==> src/rtl/stack_pkg.sv <==
`default_nettype none
// +----------------------------------------------------------------------------+
// | Module   : stack_pkg                                                       |
// | Purpose  : Shared types and constants for the stack requester and the      |
// |            3-bit stack pointer FSM it drives.                              |
// |            - req_state_e  : requester FSM states                           |
// |            - stk_state_e  : stack FSM state encodings (bench model use)    |
// |            - STACK_TOS_W / STACK_MAX_DEPTH : pointer width and top depth   |
// | Revision : 1.0  initial release                                            |
// +----------------------------------------------------------------------------+
package stack_pkg;

   localparam int STACK_TOS_W     = 3;
   localparam int STACK_MAX_DEPTH = 7;

   // Requester FSM states.
   typedef enum logic [2:0] {
      IDLE   = 3'd0,
      ISSUE  = 3'd1,
      CHECK  = 3'd2,
      RESP   = 3'd3,
      REJECT = 3'd4,
      HALT   = 3'd5
   } req_state_e;

   // Stack pointer FSM states, as seen from outside the stack.
   typedef enum logic [1:0] {
      EMPTY  = 2'd0,
      NORMAL = 2'd1,
      FULL   = 2'd2,
      ERROR  = 2'd3
   } stk_state_e;

endpackage
`default_nettype wire

==> src/rtl/stack_requester_if.sv <==
`default_nettype none
// +----------------------------------------------------------------------------+
// | Module   : stack_requester_if                                              |
// | Purpose  : Request/response handshake between the request-generating       |
// |            datapath (master) and the stack requester (slave).              |
// | Signals  : req_valid, req_push       master -> slave                       |
// |            req_ready                 slave  -> master                      |
// |            rsp_valid, rsp_err,       slave  -> master (one-cycle response) |
// |            rsp_tos[TOS_W]                                                  |
// | Revision : 1.0  initial release                                            |
// +----------------------------------------------------------------------------+
interface stack_requester_if
   import stack_pkg::*;
#(
   parameter int TOS_W = STACK_TOS_W
) ();

   logic             req_valid;
   logic             req_push;
   logic             req_ready;
   logic             rsp_valid;
   logic             rsp_err;
   logic [TOS_W-1:0] rsp_tos;

   modport master (
      output req_valid,
      output req_push,
      input  req_ready,
      input  rsp_valid,
      input  rsp_err,
      input  rsp_tos
   );

   modport slave (
      input  req_valid,
      input  req_push,
      output req_ready,
      output rsp_valid,
      output rsp_err,
      output rsp_tos
   );

endinterface
`default_nettype wire

==> src/rtl/stack_requester.sv <==
`default_nettype none
// +----------------------------------------------------------------------------+
// | Module   : stack_requester                                                 |
// | Purpose  : Command-side initiator for the 3-bit stack pointer FSM. Turns   |
// |            each accepted push/pop request into a single-cycle pushenbl or  |
// |            popenbl strobe, tracks a shadow depth, refuses overflow and     |
// |            underflow before they reach the stack, and checks the returned  |
// |            tos/stack_full. A mismatch latches stk_error and halts the      |
// |            requester until reset.                                          |
// | Ports    : clk         in   clock, rising edge                             |
// |            reset_n     in   asynchronous active-low reset                  |
// |            bus         slv  request/response handshake                     |
// |            depth       out  shadow depth                                   |
// |            pushenbl    out  registered push strobe to the stack            |
// |            popenbl     out  registered pop strobe to the stack             |
// |            tos         in   stack pointer returned by the stack            |
// |            stack_full  in   full flag returned by the stack                |
// |            stk_error   out  sticky mismatch flag                           |
// | Revision : 1.0  initial release                                            |
// +----------------------------------------------------------------------------+
module stack_requester
   import stack_pkg::*;
#(
   parameter int TOS_W     = STACK_TOS_W,
   parameter int MAX_DEPTH = STACK_MAX_DEPTH
) (
   input  wire logic             clk,
   input  wire logic             reset_n,
   stack_requester_if.slave      bus,
   output      logic [TOS_W-1:0] depth,
   output      logic             pushenbl,
   output      logic             popenbl,
   input  wire logic [TOS_W-1:0] tos,
   input  wire logic             stack_full,
   output      logic             stk_error
);

   localparam logic [TOS_W-1:0] C_MAX_DEPTH = TOS_W'(MAX_DEPTH);
   localparam logic [TOS_W-1:0] C_ONE       = TOS_W'(1);

   req_state_e       r_state;
   req_state_e       w_next;

   logic [TOS_W-1:0] r_depth;
   logic [TOS_W-1:0] r_exp;
   logic [TOS_W-1:0] r_rsp_tos;
   logic             r_rsp_err;
   logic             r_stk_error;
   logic             r_pushenbl;
   logic             r_popenbl;

   logic             w_ready;
   logic             w_rsp_valid;
   logic             w_accept;
   logic             w_illegal;
   logic             w_issue;
   logic             w_mismatch;

   // Range checks run on the current depth, before any +/-1, so the
   // unsigned depth arithmetic can never wrap.
   assign w_accept   = bus.req_valid & w_ready;
   assign w_illegal  = bus.req_push ? (r_depth == C_MAX_DEPTH) : (r_depth == '0);
   assign w_issue    = w_accept & ~w_illegal;
   assign w_mismatch = (tos != r_exp) | stack_full;

   // ---------------------------------------------------------------------
   // State register
   // ---------------------------------------------------------------------
   always_ff @(posedge clk or negedge reset_n) begin
      if (!reset_n) begin
         r_state <= IDLE;
      end else begin
         r_state <= w_next;
      end
   end

   // ---------------------------------------------------------------------
   // Next state and state-decoded outputs
   // ---------------------------------------------------------------------
   always_comb begin
      w_next      = r_state;
      w_ready     = 1'b0;
      w_rsp_valid = 1'b0;
      case (r_state)
         IDLE: begin
            w_ready = ~r_stk_error;
            if (w_accept) begin
               w_next = w_illegal ? REJECT : ISSUE;
            end
         end
         ISSUE: begin
            w_next = CHECK;
         end
         CHECK: begin
            w_next = RESP;
         end
         RESP: begin
            w_rsp_valid = 1'b1;
            w_next      = r_stk_error ? HALT : IDLE;
         end
         REJECT: begin
            w_rsp_valid = 1'b1;
            w_next      = IDLE;
         end
         HALT: begin
            w_next = HALT;
         end
         default: begin
            w_next = IDLE;
         end
      endcase
   end

   // ---------------------------------------------------------------------
   // Datapath: strobes, shadow depth, expected pointer and response
   // ---------------------------------------------------------------------
   always_ff @(posedge clk or negedge reset_n) begin
      if (!reset_n) begin
         r_depth     <= '0;
         r_exp       <= '0;
         r_rsp_tos   <= '0;
         r_rsp_err   <= 1'b0;
         r_stk_error <= 1'b0;
         r_pushenbl  <= 1'b0;
         r_popenbl   <= 1'b0;
      end else begin
         // Strobes are high only in the single ISSUE cycle that follows a
         // legal accept, and the two are mutually exclusive by construction.
         r_pushenbl <= w_issue &  bus.req_push;
         r_popenbl  <= w_issue & ~bus.req_push;

         if (w_issue) begin
            r_exp <= bus.req_push ? (r_depth + C_ONE) : (r_depth - C_ONE);
         end

         // Rejected requests are consumed here and answered next cycle.
         if (w_accept && w_illegal) begin
            r_rsp_err <= 1'b1;
            r_rsp_tos <= r_depth;
         end

         if (r_state == CHECK) begin
            r_rsp_tos <= tos;
            if (w_mismatch) begin
               r_stk_error <= 1'b1;
               r_rsp_err   <= 1'b1;
            end else begin
               r_depth   <= r_exp;
               r_rsp_err <= 1'b0;
            end
         end
      end
   end

   assign bus.req_ready = w_ready;
   assign bus.rsp_valid = w_rsp_valid;
   assign bus.rsp_err   = r_rsp_err;
   assign bus.rsp_tos   = r_rsp_tos;
   assign depth         = r_depth;
   assign pushenbl      = r_pushenbl;
   assign popenbl       = r_popenbl;
   assign stk_error     = r_stk_error;

endmodule
`default_nettype wire

==> src/flat_wrapper.sv <==
// flat-port wrapper written by rule: the top's interface ports become plain ports
module stack_requester_flat import stack_pkg::*;
#(
   parameter int TOS_W     = STACK_TOS_W,
   parameter int MAX_DEPTH = STACK_MAX_DEPTH
)
  (clk, reset_n, depth, pushenbl, popenbl, tos, stack_full, stk_error, bus_req_valid, bus_req_push, bus_req_ready, bus_rsp_valid, bus_rsp_err, bus_rsp_tos);
  stack_requester_if #(.TOS_W(TOS_W)) bus_i ();
  input  wire logic clk;
  input  wire logic reset_n;
  output      logic [TOS_W-1:0] depth;
  output      logic pushenbl;
  output      logic popenbl;
  input  wire logic [TOS_W-1:0] tos;
  input  wire logic stack_full;
  output      logic stk_error;
  input wire logic [$bits(bus_i.req_valid)-1:0] bus_req_valid;
  input wire logic [$bits(bus_i.req_push)-1:0] bus_req_push;
  output wire logic [$bits(bus_i.req_ready)-1:0] bus_req_ready;
  output wire logic [$bits(bus_i.rsp_valid)-1:0] bus_rsp_valid;
  output wire logic [$bits(bus_i.rsp_err)-1:0] bus_rsp_err;
  output wire logic [$bits(bus_i.rsp_tos)-1:0] bus_rsp_tos;
  assign bus_i.req_valid = bus_req_valid;
  assign bus_i.req_push = bus_req_push;
  assign bus_req_ready = bus_i.req_ready;
  assign bus_rsp_valid = bus_i.rsp_valid;
  assign bus_rsp_err = bus_i.rsp_err;
  assign bus_rsp_tos = bus_i.rsp_tos;
  stack_requester #(.TOS_W(TOS_W), .MAX_DEPTH(MAX_DEPTH)) u_core (.clk(clk), .reset_n(reset_n), .bus(bus_i), .depth(depth), .pushenbl(pushenbl), .popenbl(popenbl), .tos(tos), .stack_full(stack_full), .stk_error(stk_error));
endmodule
==> config.mk <==
export PLATFORM = sky130hd
export DESIGN_NAME = stack_requester_flat
export DESIGN_NICKNAME = d
export VERILOG_FILES = /design/src/rtl/stack_pkg.sv /design/src/rtl/stack_requester_if.sv /design/src/rtl/stack_requester.sv /design/src/flat_wrapper.sv
export SDC_FILE = /design/constraint.sdc
export NUM_CORES = 1
export LEC_CHECK = 0
export ABC_AREA = 1
export CORE_MARGIN = 5
export CORE_UTILIZATION = 31
export DETAILED_ROUTE_END_ITERATION = 10
export PLACE_DENSITY_LB_ADDON = 0.12
export SYNTH_ARGS = -nofsm -noshare
export SYNTH_HDL_FRONTEND = slang
export SYNTH_SLANG_ARGS = --single-unit
==> constraint.sdc <==
create_clock -name clk -period 1.14 [get_ports clk]
set_clock_uncertainty 0.05 [all_clocks]
set_input_delay 0.171 -clock clk [delete_from_list [all_inputs] [get_ports clk]]
set_output_delay 0.171 -clock clk [all_outputs]
set_load 0.05 [all_outputs]
==> impl_metrics.toml, run 1 <==
[cts]
tritoncts_clock_tree = "done"
cts_htree_levels = 1
cts.path.max_buffers = 2
cts-root-buf = "sky130_fd_sc_hd__clkbuf_4"
clk_transition_reported_paths_ns = 0.11
source_to_sink_clock_delay_at_the_later_pin_of_the_worst_skew_pair_ns = 0.29
tritoncts.num_buffers = 3
clock_sinks = 16
holdBufCountCts = 0

[detailed_routing]
met3_length_um = 100
drt.antenna.violating_nets = 0
initialDrtViolationCount = 17
wirelength_mm = 2.38
vias = 941
viasPerCell = 4.64
highest_metal_layer_with_signal_wires = "met4"
met2RoutedLength_mm = 1.21
post-route-drc-count = 0
met1_wirelength_mm = 1.05
drt-wirelength-per-cell_um = 11.7
drtPass1Iterations = 2

[power]
cell_area_power_density_mw_per_mm2 = 2570
p_leak_uw = 0.000864
design_power_total_uw = 4370
vdd.ir_drop.worst_v = 0.00149

[synth]
post-synth-top-area-cell = "sky130_fd_sc_hd__dfrtp_1"
synth_seq_area_share_pct = 43.5
cell_count_after_synthesis = 116
synth_compound_gate_area_share_pct = 6.80
main_combinational_cell_family_by_area_after_synthesis = "simple AND/OR/NAND/NOR gates"
synth_top_area_share_pct = 43.5
synthesis.area_um2 = 920
yosys.area_share.adder_pct = 2.18
synth_xor_area_share_pct = 0.952
synthSimpleGateAreaFrac_pct = 39.2
postSynthRegisterBits = 16
post_synth_num_cell_types = 20
post_synth_main_area_contributors = "sky130_fd_sc_hd__dfrtp_1 44%, sky130_fd_sc_hd__nand2_1 16%, sky130_fd_sc_hd__inv_1 6.1%, sky130_fd_sc_hd__nand2_4 4.9%, sky130_fd_sc_hd__nand3_1 4.4%"
post_synth.cell_area_avg_um2 = 7.93
synth-warning-count = 0
synth_mux_area_share_pct = 0
synth_nets = 125

[setup_path]
worstReg2RegStart = "u_core.r_state[1]$_DFFE_PN0P_"
regToRegSetupSlack_ns = -0.12
timing.critical_path.arrival_ns = 1.25
critPathCaptureType = "output pin"
timing.critical_path.fanout_max = 4
crit_path_capture = "bus_rsp_valid"
criticalPathCategory = "reg -> out"
crit_start = "u_core.r_state[1]$_DFFE_PN0P_"
regToRegEndpoint = "u_core.r_state[0]$_DFFE_PN0P_"
critical_path_required_ns = 0.92
ff2ff_path_depth = 7
start_kind = "flip-flop"

[layout]
proportion_of_layout_cells_with_a_drive_suffix_above_1_pct = 52.9
leading_cell_types_in_the_layout_fill_and_taps_excluded = "34 x sky130_fd_sc_hd__nand2_1, 24 x sky130_fd_sc_hd__buf_4, 12 x sky130_fd_sc_hd__buf_12, 10 x sky130_fd_sc_hd__buf_6, 10 x sky130_fd_sc_hd__dfrtp_1"
final_common_cell = "sky130_fd_sc_hd__nand2_1"
area_growth_pct = 85.0
final_cell_area_mm2 = 0.00170
final_cell_count_no_fill = 203
antenna_cells = 0
nets = 182
fillers = 254

[sta]
period_needed_ns = 1.47
max_freq_mhz = 679
slew_violations = 0
final-hold-violation-count = 0
tightestPinTransition_ns = 0.199
max_slew_margin_pct = 86.6
setup_viol_count_final = 21
setup_ws_ns = -0.334
rsz0062_at_grt = "yes"
final.period_utilization_pct = 129

[placed_design]
buffer_ports.inserted = 19
globalplace.congestion = 0.798
dpl_cell_area_mm2 = 0.00148
place.detailed.instances = 189
place_hpwl_mm = 1.80

[global_routing]
number_of_global_route_vias_before_repair = 929
grt_pass1_wl_mm = 4.08
initial_antenna_violation_count = 0
track_usage_pct = 12.4
overflow = 0
grt_max_degree = 17

[die]
die_h_um = 64.5
die_w_um = 64.5
ioPinCount = 20
floorplan.initialDensity_pct = 32.8
rows = 19
design.die.area_mm2 = 0.00416
core_area_mm2 = 0.00281

[run_status]
failed_checks = "setup timing"
status = "finished with violations"

[run]
cap_violations = 0

[hold_path]
worst_hold_path_type = "in -> async"
## cells in the mapped netlist
| cell type | n |
|---|---|
| sky130_fd_sc_hd__o21ai_1 | 4 |
| sky130_fd_sc_hd__xor2_1 | 1 |
| sky130_fd_sc_hd__fa_1 | 1 |
| sky130_fd_sc_hd__nand2_1 | 39 |
| sky130_fd_sc_hd__nand4_1 | 5 |
| sky130_fd_sc_hd__o21ai_0 | 2 |
| sky130_fd_sc_hd__nand2_4 | 4 |
| sky130_fd_sc_hd__a21o_1 | 1 |
| sky130_fd_sc_hd__nand3_1 | 8 |
| sky130_fd_sc_hd__o21bai_1 | 1 |
| sky130_fd_sc_hd__a21oi_1 | 2 |
| sky130_fd_sc_hd__nor2_2 | 2 |
| sky130_fd_sc_hd__nand3_2 | 2 |
| sky130_fd_sc_hd__nor2_1 | 9 |
| sky130_fd_sc_hd__dfrtp_1 | 16 |
| sky130_fd_sc_hd__o21a_1 | 1 |
| sky130_fd_sc_hd__buf_6 | 1 |
| sky130_fd_sc_hd__inv_1 | 15 |
| sky130_fd_sc_hd__nor2_8 | 1 |
| sky130_fd_sc_hd__nor2_4 | 1 |
## how the worst min path moves through the flow
stage	start	endpoint	slack, ns	depth (start not counted)
5_1_grt	reset_n	u_core.pushenbl$_DFF_PN0_	0.16	2
2_1_floorplan	reset_n	u_core.bus.rsp_err$_DFFE_PN0P_	-0.17	0
6_report	reset_n	u_core.pushenbl$_DFF_PN0_	0.14	2
3_3_place_gp	reset_n	u_core.r_state[1]$_DFFE_PN0P_	0.46	2
3_5_place_dp	reset_n	u_core.bus.rsp_tos[0]$_DFFE_PN0P_	0.46	2
4_1_cts	reset_n	u_core.popenbl$_DFF_PN0_	0.15	2
## where the power goes
part / internal [uW] / switching (uW) / leakage (uW)
registers: 785 / 265 / 0.000194
logic: 1520 / 1480 / 0.000656
clock network: 136 / 188 / 0.0000150
## stage by stage
step / hold slack, ns / TNS, ns / setup slack, ns / utilization (%)
after floorplan: -0.175 / -1.13 / -0.214 / -
final: 0.144 / -2.21 / -0.334 / 60.7
after CTS: 0.146 / -2.30 / -0.347 / 58.3
after global placement: 0.465 / -4.51 / -0.396 / 52.8
after detailed placement: 0.459 / -4.93 / -0.461 / 52.8
after global routing: 0.161 / -3.49 / -0.387 / 60.7
## worst max-delay path, stage by stage, from the launching register on
cell                      delay [ns]
sky130_fd_sc_hd__dfrtp_2        0.45
sky130_fd_sc_hd__nor2_4         0.16
sky130_fd_sc_hd__buf_6          0.12
sky130_fd_sc_hd__o21a_4         0.12
sky130_fd_sc_hd__buf_12         0.13
## logic make-up (layout without fill, tap and decap cells)
family / Yosys count / count (layout)
buffers and inverters: 16 / 72
and+or+nand+nor: 71 / 71
adders and majority gates: 1 / 1
AOI/OAI and AO/OA: 11 / 11
xor gates and xnor gates: 1 / 1
DFF: 16 / 16
## layout make-up
cell class | instances | area (um2) | area share [%]
repair buffers | 53 | 602 | 35.4
well taps | 31 | 38.8 | 2.28
multi-input cells | 84 | 567 | 33.3
clock buffers | 4 | 26.3 | 1.54
flip-flops and latches | 16 | 408 | 24.0
inverters | 15 | 60.1 | 3.53
## layer usage
layer / global-route usage (%) / vias to the layer above
met5: 0 / -
met4: 3.17 / 0
met3: 4.32 / 2
met2: 21.6 / 17
met1: 14.7 / 444
li1: - / 478
## sequential cells by signal (all words and copies together) (netlist names)
| name | cells |
|---|---|
| u_core.depth | 3 |
| u_core.bus.rsp_err | 1 |
| u_core.popenbl | 1 |
| u_core.r_exp | 3 |
| u_core.pushenbl | 1 |
| u_core.r_state | 3 |
| u_core.bus.rsp_tos | 3 |
| u_core.stk_error | 1 |
## repair_timing
action                     in CTS  in global routing
pin swaps                      11                  9
setup endpoints to repair      21                 21
setup buffers                   8                  3
resized for setup              25                 12
No activity file was read; power rests on OpenSTA's default activity.
==> inputs of run 2 (changes only) <==
GPL_ROUTABILITY_DRIVEN = 0   (was default)
==> results of run 2 <==
Same layout as run 1: the final DEF is identical, and so are final timing and power.
==> inputs of run 3 (changes only) <==
CORE_ASPECT_RATIO = 2   (was default)
SLEW_MARGIN = 25   (was default)
==> run 3 against run 2 <==
Compared with the run above:
- the run still ends with setup timing left
- clock power up 56%
- hold slack better by 0.056 ns
- via count is 1.2% higher
- sequential share of layout area fell by 0.074 points
- critical endpoint unchanged
- largest power group unchanged
==> impl_metrics.toml, run 3 (synthesis results as in run 1) <==
[detailed_routing]
met1_wirelength_um = 876
initialDrtViolationCount = 14
met3_length_um = 112
drt.antenna.violating_nets = 0
wirelength_mm = 2.47
drtPass1Iterations = 4
vias = 952
post-route-drc-count = 0
met2RoutedLength_mm = 1.38
viasPerCell = 4.76
highest_metal_layer_with_signal_wires = "met4"
drt-wirelength-per-cell_um = 12.4

[layout]
antenna_cells = 0
post-route-util_pct = 58.5
final_common_cell = "sky130_fd_sc_hd__nand2_1"
area_growth_pct = 85.0
nets = 180
leading_cell_types_in_the_layout_fill_and_taps_excluded = "28 x sky130_fd_sc_hd__nand2_1, 24 x sky130_fd_sc_hd__buf_4, 12 x sky130_fd_sc_hd__buf_12, 11 x sky130_fd_sc_hd__dfrtp_1"
proportion_of_layout_cells_with_a_drive_suffix_above_1_pct = 54.7

[hold_path]
worst_hold_path_type = "in -> async"

[power]
cell_area_power_density_mw_per_mm2 = 2610
p_leak_uw = 0.000864
vdd.ir_drop.worst_v = 0.00114

[cts]
source_to_sink_clock_delay_at_the_later_pin_of_the_worst_skew_pair_ns = 0.25
holdBufCountCts = 0
tritoncts_clock_tree = "done"
cts_htree_levels = 1
clk_transition_reported_paths_ns = 0.06
cts-root-buf = "sky130_fd_sc_hd__clkbuf_8"
tritoncts.num_buffers = 3
clock_sinks = 16
cts.path.max_buffers = 2

[placed_design]
place_hpwl_mm = 1.87
buffer_ports.inserted = 19
dp_slack_ns = -0.421

[sta]
final-hold-violation-count = 0
max_slew_margin_pct = 85.4
max_freq_mhz = 701
period_needed_ns = 1.43
setup_viol_count_final = 21
tightestPinTransition_ns = 0.219
setup_ws_ns = -0.287
final.period_utilization_pct = 125
slew_violations = 0
tns_ns = -2.51
rsz0062_at_grt = "yes"

[global_routing]
number_of_global_route_vias_before_repair = 1033
grt_max_degree = 17
grt_pass1_wl_mm = 4.51
overflow = 0
track_usage_pct = 13.4
initial_antenna_violation_count = 0

[setup_path]
criticalPathCategory = "reg -> out"
regToRegSetupSlack_ns = -0.19
critical_path_required_ns = 0.92
crit_start = "u_core.r_state[2]$_DFFE_PN0P_"
worstReg2RegStart = "u_core.r_state[2]$_DFFE_PN0P_"
critPathCaptureType = "output pin"
timing.critical_path.arrival_ns = 1.21
timing.critical_path.fanout_max = 4
start_kind = "flip-flop"

[run_status]
failed_checks = "setup timing"
status = "finished with violations"

[die]
rows = 28
die_h_um = 87.0
ioPinCount = 20
die_w_um = 48.5
floorplan.initialDensity_pct = 31.6
core_area_mm2 = 0.00291
design.die.area_mm2 = 0.00422

[run]
cap_violations = 0
## run 3: cell count changes in the layout (fill, tap and decap cells not counted), sizes merged
| cell | before | now |
|---|---|---|
| buf | 46 | 44 |
## run 3: worst paths after layout
path / endpoint / cells past startpoint
max reg2reg: u_core.bus.rsp_tos[2]$_DFFE_PN0P_ / 8
max in group asynchronous: u_core.stk_error$_DFFE_PN0P_ / 2
min: u_core.r_state[1]$_DFFE_PN0P_ / 2
min reg2reg: u_core.r_exp[0]$_DFFE_PN0N_ / 2
max: bus_rsp_valid / 4
min in group clk: u_core.popenbl$_DFF_PN0_ / 3
## run 3: layer usage
layer,up-vias,global-route usage (%)
met5,-,0
met4,0,8.58
met3,8,2.57
met2,29,24.8
met1,439,13.1
li1,476,-
## run 3: metrics by stage
step / instances / hold WS [ns] / total power, uW / area (um2)
after floorplan: 116 / -0.175 / 2310 / 962
after global placement: 185 / 0.468 / 3380 / 1460
after detailed placement: 185 / 0.466 / 3420 / 1460
after CTS: 197 / 0.207 / 4340 / 1640
after global routing: 200 / 0.242 / 4770 / 1700
final: 200 / 0.199 / 4450 / 1700
## run 3: cell type report
type / count / area [um2]
fillers: 257 / 1210
repair buffers: 51 / 579
multi-input cells: 84 / 561
flip-flops and latches: 16 / 407
inverters: 15 / 62.6
clock buffers: 4 / 55.1
well taps: 30 / 37.5
## run 3: critical path, cell delays in order (launching register included)
cell and delay, ns:
sky130_fd_sc_hd__dfrtp_1 0.38, sky130_fd_sc_hd__inv_2 0.08, sky130_fd_sc_hd__buf_4 0.14, sky130_fd_sc_hd__o21a_4 0.21, sky130_fd_sc_hd__buf_12 0.14
## run 3: what timing repair did
item | in CTS | in global routing
setup endpoints to repair | 20 | 22
setup buffers | 8 | 6
resized for setup | 23 | 17
pin swaps | 9 | 8
## run 3: power breakdown
group	internal (uW)	total, uW	switching [uW]
clock	306	506	200
sequential	784	1070	282
combinational	1420	2880	1460
total	2510	4450	1940
